--- config.mk ---
export PLATFORM = sky130hd
export DESIGN_NAME = triple_unit
export DESIGN_NICKNAME = d
export VERILOG_FILES = /design/src/rtl/triple_pkg.sv /design/src/rtl/triple_if.sv /design/src/rtl/triple_skid_buf.sv /design/src/rtl/triple_unit.sv
export SDC_FILE = /design/constraint.sdc
export NUM_CORES = 1
export LEC_CHECK = 0
export ABC_CLOCK_PERIOD_IN_PS = 3800
export BUFFER_PORTS_ARGS = -buffer_cell sky130_fd_sc_hd__buf_2
export CORE_MARGIN = 3
export CORE_UTILIZATION = 54
export CTS_CLUSTER_SIZE = 12
export DETAILED_ROUTE_END_ITERATION = 10
export MAX_ROUTING_LAYER = met4
export PLACE_DENSITY_LB_ADDON = 0.12
export SLEW_MARGIN = 30
export SYNTH_ARGS = -nofsm -noshare
export SYNTH_HDL_FRONTEND = slang
export SYNTH_SLANG_ARGS = --single-unit
--- constraint.sdc ---
create_clock -name clk -period 3.8 [get_ports clk]
set_input_delay 0.19 -clock clk [delete_from_list [all_inputs] [get_ports clk]]
set_output_delay 0.19 -clock clk [all_outputs]
set_load 0.01 [all_outputs]
--- src/rtl/triple_pkg.sv ---
// triple_unit shared constants and arithmetic helpers.
// times3 is the single source of the shift-add product for both paths.
package triple_pkg;

    localparam int WIDTH_DEF = 4;

    function automatic int res_w(input int width);
        return width + 2;
    endfunction

    function automatic logic [31:0] times3(input logic [31:0] value);
        return (value << 1) + value;
    endfunction

endpackage

--- src/rtl/triple_if.sv ---
// valid/ready stream bundle used between triple_unit and its skid buffer.
// master drives valid/data, slave drives ready.
interface triple_if #(
    parameter int W = 6
);
    logic         valid;
    logic         ready;
    logic [W-1:0] data;

    modport master (output valid, output data, input ready);
    modport slave  (input valid, input data, output ready);
endinterface

--- src/rtl/triple_skid_buf.sv ---
// Two-entry valid/ready skid buffer: main register plus skid register.
// ready is registered and tracks "skid register empty".
module triple_skid_buf #(
    parameter int DW = 6
) (
    input logic     clk,
    input logic     rst_n,
    triple_if.slave  up,
    triple_if.master dn
);

    logic          m_v;
    logic [DW-1:0] m_d;
    logic          s_v;
    logic [DW-1:0] s_d;
    logic          rdy;
    logic          acc;
    logic          drn;

    assign acc = up.valid & rdy;
    assign drn = m_v & dn.ready;

    assign up.ready = rdy;
    assign dn.valid = m_v;
    assign dn.data  = m_d;

    // skid only fills while main is held, so ready=0 implies main is full
    always_ff @(posedge clk or negedge rst_n) begin
        if (!rst_n) begin
            m_v <= 1'b0;
            m_d <= '0;
            s_v <= 1'b0;
            s_d <= '0;
            rdy <= 1'b1;
        end else if (drn) begin
            if (s_v) begin
                m_d <= s_d;
                s_v <= 1'b0;
                rdy <= 1'b1;
            end else if (acc) begin
                m_d <= up.data;
            end else begin
                m_v <= 1'b0;
            end
        end else if (acc) begin
            if (!m_v) begin
                m_v <= 1'b1;
                m_d <= up.data;
            end else begin
                s_v <= 1'b1;
                s_d <= up.data;
                rdy <= 1'b0;
            end
        end
    end

endmodule

--- src/rtl/triple_unit.sv ---
// Multiply-by-3 helper: instant combinational product plus a
// registered, back-pressurable product behind a 2-entry skid buffer.
module triple_unit
    import triple_pkg::*;
#(
    parameter  int WIDTH = WIDTH_DEF,
    localparam int RES_W = res_w(WIDTH)
) (
    input  logic             clk,
    input  logic             rst_n,
    input  logic [WIDTH-1:0] a,
    output logic [RES_W-1:0] result,
    input  logic             in_valid,
    output logic             in_ready,
    input  logic [WIDTH-1:0] in_data,
    output logic             out_valid,
    input  logic             out_ready,
    output logic [RES_W-1:0] out_result
);

    triple_if #(.W(RES_W)) up_if ();
    triple_if #(.W(RES_W)) dn_if ();

    assign result = RES_W'(times3(32'(a)));

    assign up_if.valid = in_valid;
    assign up_if.data  = RES_W'(times3(32'(in_data)));
    assign in_ready    = up_if.ready;

    assign out_valid   = dn_if.valid;
    assign out_result  = dn_if.data;
    assign dn_if.ready = out_ready;

    triple_skid_buf #(.DW(RES_W)) u_skid (
        .clk   (clk),
        .rst_n (rst_n),
        .up    (up_if.slave),
        .dn    (dn_if.master)
    );

endmodule

==> results of run 1 <==
## metal layers
metal | share of wire [%] | up-vias | track usage (%)
li1 | - | 344 | -
met1 | 43 | 305 | 19.7
met2 | 51 | 16 | 30.6
met3 | 5.1 | 2 | 5.75
met4 | 0.50 | 0 | 3.31
met5 | 0 | - | -
## layout make-up
class / instances / area [sq um] / area share [%]
multi-input combinational: 61 / 480 / 45.1
clock buffer: 4 / 26.3 / 2.47
timing repair buffer: 26 / 135 / 12.7
inverter: 7 / 26.3 / 2.47
tap: 16 / 20.0 / 1.88
sequential: 15 / 377 / 35.4
## synth_stat cells
| cell type | n |
|---|---|
| inv_1 | 7 |
| nand2_1 | 11 |
| fa_1 | 2 |
| xnor2_1 | 2 |
| dfstp_2 | 1 |
| xor2_1 | 2 |
| mux2i_1 | 3 |
| o21bai_1 | 1 |
| a31oi_1 | 1 |
| a21o_1 | 2 |
| mux2_2 | 4 |
| nand3_2 | 1 |
| buf_6 | 2 |
| and3_2 | 1 |
| buf_4 | 1 |
| o21ai_1 | 1 |
| ha_1 | 10 |
| a22oi_1 | 1 |
| o21ai_0 | 8 |
| a21oi_1 | 5 |
| nor2b_4 | 1 |
| o31ai_1 | 1 |
| o21a_1 | 1 |
| nor2_1 | 3 |
| dfrtp_1 | 14 |
## report_power, final
group          total [mW]  internal [mW]  switching, mW
Clock              0.0904         0.0407         0.0497
Combinational      0.0731         0.0333         0.0398
Sequential          0.171          0.167        0.00351
Total               0.334          0.241         0.0930
## logic make-up after synthesis
| family | share of synthesized area (%) |
|---|---|
| buffers and inverters | 6.17 |
| AO/OA/AOI/OAI | 13.3 |
| flip-flops | 41.2 |
| multiplexers | 8.22 |
| adder cells (fa/ha/maj) | 18.1 |
| AND/OR/NAND/NOR | 9.18 |
| XOR/XNOR | 3.84 |
## path summary, 6_finish.rpt
kind                                        start           endpoint  depth (start not counted)
worst max-delay path                         a[1]          result[3]                          6
worst min-delay path                    out_ready         u_skid.s_v                          2
worst max register to register    u_skid.dn.valid  u_skid.dn.data[3]                          3
worst min register to register  u_skid.dn.data[0]  u_skid.dn.data[0]                          2
max in group asynchronous                   rst_n    u_skid.up.ready                          2
min in group asynchronous                   rst_n    u_skid.dn.valid                          2
## registers in the layout, indices dropped and copies added, names as in the netlist
| name | cells |
|---|---|
| u_skid.dn.data | 6 |
| u_skid.s_d | 6 |
| u_skid.up.ready | 1 |
| u_skid.s_v | 1 |
| u_skid.dn.valid | 1 |
==> out/qor.yml, run 1 <==
run_status:
  outcome: "completed"
floorplan:
  std_cell_rows: 14
  die-area_sq_um: 2220
  ios: 26
  start_util_pct: 59.3
  die_w_microns: 47.1
  core_area_sq_um: 1540
  die_h_microns: 47.1
final_layout:
  nNetsFinal: 138
  mostFrequentLayoutCell: "buf_2"
  postLayoutCoreUtil_pct: 69.1
  syn_to_final_growth_pct: 16.6
  fin_area_sq_um: 1060
  n_fill_cell: 123
  n_antenna_cell: 0
  final_cell_mix: "25 x buf_2, 14 x dfrtp_1, 11 x nand2_1, 10 x ha_1, 8 x o21ai_0"
  finalNonFillerCells: 129
  final_layout_size_suffix_gt1_share_pct: 31.9
clock_network:
  cts.htree.levels: 1
  cts.sinks: 15
  cts_tree: "done"
  cts_resized: 0
  cts_buffer_depth: 2
  cts_setup_buffers: 0
  ctsHoldBuffers: 1
  cts_buffers: 3
  worstSkewPairLatency_ps: 280
  path_clk_slew_ps: 80
  cts_root_buffer: "clkbuf_4"
power:
  p_per_area_nw_per_um2: 314
  power.total_uw: 334
  ir_worst_vdd_uv: 299
  p_leak_nw: 0.564
drt:
  ant_nets: 0
  drtIter0Drc: 3
  wl_per_cell_microns: 12.5
  vias: 667
  drt-total-wl_microns: 1610
  dr.pass1.iters: 2
  remaining_drc_errors: 0
  via_per_inst: 5.17
critical_path:
  critPathTopFamily: "adder cells"
  cp-start-kind: "input port"
  cp_common_cell: "buf_2"
  r2r_setup_slack_ps: 2410
  arrival_ps: 1220
  slowest_stage: "fa_1"
  path_cells: "buf_2 > ha_1 > inv_1 > fa_1 > xor2_1 > buf_2"
  crit_path_max_fanout: 3
  cpPeakStageDelay_ps: 390
  crit_path_end_kind: "output pin"
  critPathKind: "in2out"
  critPathBufInv: 3
  crit_required_ps: 3610
sta:
  setup_ws_ps: 2390
  hold_viol: 0
  rsz0062_at_grt: "false"
  slew_headroom_pct: 78.0
  hold_slack_ps: 149
  tightest_slew_ps: 331
  fin_worst_skew_ps: 3.73
  post-route-min-period_ps: 1410
  finalSetupViolations: 0
  drv_slew: 0
  setup_tns_ps: 0
  max_freq_ghz: 0.707
  fin_crit_sh_pct: 37.2
synthesis:
  synth_cells: 86
  netlist_area_sq_um: 913
  netlist_top_cells_area: "dfrtp_1 38%, ha_1 14%, mux2_2 4.9%"
  ys_seq_area_share_pct: 41.2
  ys.warnings.count: 0
  postSynthAreaPerCell_sq_um: 10.6
  synth-seq-cells: 15
  yosysTopAreaCell: "dfrtp_1"
  syn_nets: 110
  synth_top_cell_area_share_pct: 38.4
  ys_types: 25
flow_run:
  maxCapViolCount: 0
place:
  dp.cells: 124
  port_buffers: 25
  place_hpwl_microns: 1310
  place_ws_ps: 2210
  place_congestion: 0.707
  postPlaceCellArea_sq_um: 1030
grt:
  grt_max_degree: 16
  first_global_vias: 631
  antenna_found_initial: 0
  grt_pass1_wl_microns: 2650
  grt_util_all_layers_pct: 17.6
  grt-ovfl-total: 0
worst_hold_path:
  hold_path_class: "in2reg"
No activity file was read; power rests on OpenSTA's default activity.
==> run 2, diff against run 1 <==
--- a/config.mk
+++ b/config.mk
@@ -5,10 +5,10 @@
 export SDC_FILE = /design/constraint.sdc
 export NUM_CORES = 1
 export LEC_CHECK = 0
-export ABC_CLOCK_PERIOD_IN_PS = 3800
+export ABC_CLOCK_PERIOD_IN_PS = 1500
 export BUFFER_PORTS_ARGS = -buffer_cell sky130_fd_sc_hd__buf_2
 export CORE_MARGIN = 3
-export CORE_UTILIZATION = 54
+export CORE_UTILIZATION = 50
 export CTS_CLUSTER_SIZE = 12
 export DETAILED_ROUTE_END_ITERATION = 10
 export MAX_ROUTING_LAYER = met4
==> constraint.sdc (replaced) <==
create_clock -name clk -period 1.5 [get_ports clk]
set_input_delay 0.075 -clock clk [delete_from_list [all_inputs] [get_ports clk]]
set_output_delay 0.075 -clock clk [all_outputs]
set_load 0.01 [all_outputs]
==> run 2 against run 1 <==
Net effect:
- clock-buffer cell count is 1 lower
- sequential power grew to 2.5 times the previous value
- via count up 2.2%
- critical path type is now reg2reg
- largest power group unchanged
==> out/qor.yml, run 2 (same netlist as run 1, synthesis figures left out) <==
critical_path:
  critPathKind: "reg2reg"
  r2r_setup_slack_ps: 100  # -2310 ps
  crit_required_ps: 1680  # -1930 ps
  crit_path_end_kind: "flip-flop"
  arrival_ps: 1580  # +360 ps
  crit_path_max_fanout: 11  # +8
  cp-start-kind: "flip-flop"
grt:
  grt-ovfl-total: 0  # unchanged
  antenna_found_initial: 0  # unchanged
  first_global_vias: 608  # -3.6%
  grt_util_all_layers_pct: 14.9  # -2.7 points
  grt_pass1_wl_microns: 2620  # -1.3%
  grt_max_degree: 16  # unchanged
drt:
  dr.pass1.iters: 5  # +3
  remaining_drc_errors: 0  # unchanged
  ant_nets: 0  # unchanged
  wl_per_cell_microns: 11.4  # -9.0%
  drtIter0Drc: 2  # -1
  via_per_inst: 4.98  # -3.7%
  vias: 682  # +2.2%
  drt-total-wl_microns: 1560  # -3.4%
floorplan:
  die-area_sq_um: 2380  # +7.0%
  die_w_microns: 48.7  # +3.4%
  start_util_pct: 56.7  # -2.6 points
  ios: 26  # unchanged
  core_area_sq_um: 1610  # +4.5%
  die_h_microns: 48.7  # +3.4%
  std_cell_rows: 14  # unchanged
clock_network:
  cts_buffers: 3  # unchanged
  cts_buffer_depth: 2  # unchanged
  cts_root_buffer: "clkbuf_4"
  worstSkewPairLatency_ps: 290  # about the same
  cts.sinks: 15  # unchanged
  path_clk_slew_ps: 90  # about the same
  cts.htree.levels: 1  # unchanged
  cts_setup_buffers: 0  # unchanged
  cts_tree: "done"
final_layout:
  n_fill_cell: 153  # +24%
  n_antenna_cell: 0  # unchanged
  postLayoutCoreUtil_pct: 66.8  # -2.3 points
  nNetsFinal: 138  # unchanged
  mostFrequentLayoutCell: "buf_2"
  finalNonFillerCells: 137  # +6.2%
  syn_to_final_growth_pct: 17.8
  final_cell_mix: "25 x buf_2, 14 x dfrtp_1, 11 x nand2_1, 10 x ha_1, 8 x o21ai_0"
  final_layout_size_suffix_gt1_share_pct: 32.7  # +0.88 points
sta:
  fin_crit_sh_pct: 93.2
  max_freq_ghz: 0.716
  drv_slew: 0  # unchanged
  setup_tns_ps: 0  # unchanged
  post-route-min-period_ps: 1400
  fin_worst_skew_ps: 12.0  # +8.31 ps
  slew_headroom_pct: 78.4  # +0.40 points
  finalSetupViolations: 0  # unchanged
  hold_viol: 0  # unchanged
  tightest_slew_ps: 325  # -6.04 ps
  rsz0062_at_grt: "false"
power:
  p_per_area_nw_per_um2: 784  # +150%
  ir_worst_vdd_uv: 569  # +90%
  p_leak_nw: 0.567  # +0.48%
run_status:
  outcome: "completed"
place:
  place_hpwl_microns: 1280  # -2.6%
  place_congestion: 0.656  # -7.2%
  dp.cells: 132  # +6.5%
  port_buffers: 25  # unchanged
flow_run:
  maxCapViolCount: 0  # unchanged
worst_hold_path:
  hold_path_class: "in2reg"
## run 2: cell count changes in the layout (fill, tap and decap cells not counted), sizes merged
cell / delta
clkbuf: -1
clkinv: +1
## run 2: per-layer routing
metal  routed length [microns]  vias to the layer above  global-route usage [%]
met2                       731                       21                    25.3
met4                        40                        0                    8.53
li1                          -                      346                       -
met1                       706                      310                    15.9
met5                         0                        -                       -
met3                        78                        5                    3.37
## run 2: area by class of cell
type	instances	area (sq um)	area share (%)
Clock buffer	3	22.5	2.09
Multi-Input combinational cell	61	480	44.7
Inverter	7	26.3	2.44
Sequential cell	15	377	35.0
Tap cell	24	30.0	2.79
Clock inverter	1	5.00	0.465
Timing Repair Buffer	26	135	12.6
## run 2: critical path, cell delays in order, from the launching register on
cell and delay [ps]:
dfrtp_1 450, nor2b_4 190, a21o_1 290, mux2_2 370
## run 2: through the flow
step / total power [mW] / instance area (sq um) / hold WS, ps / setup slack (ps)
2_1_floorplan: 0.542 / 913 / -221 / 160
3_3_place_gp: 0.619 / 1040 / -6.35 / 45.5
3_5_place_dp: 0.628 / 1040 / -4.35 / 31.0
4_1_cts: 0.861 / 1080 / 13.6 / 107
5_1_grt: 0.915 / 1080 / 1.10 / 0.314
6_report: 0.843 / 1080 / 20.5 / 103
## run 2: path summary, 6_finish.rpt
kind | start | end | cells after the start
min in group asynchronous | rst_n | u_skid.s_v | 2
max reg2reg | u_skid.dn.valid | u_skid.dn.data[3] | 3
max in group asynchronous | rst_n | u_skid.up.ready | 2
min | out_ready | u_skid.s_v | 2
max | u_skid.dn.valid | u_skid.dn.data[3] | 3
min reg2reg | u_skid.dn.data[0] | u_skid.dn.data[0] | 2
## run 2: report_power, final
part / switching, mW / internal [mW] / total, mW
Clock: 0.128 / 0.0991 / 0.227
Combinational: 0.101 / 0.0840 / 0.185
Sequential: 0.00846 / 0.423 / 0.432
## run 2: timing repair
action / CTS / global route
gates resized for setup: 0 / 0
endpoints found under the hold margin: 15 / 0
hold buffers: 1 / 0
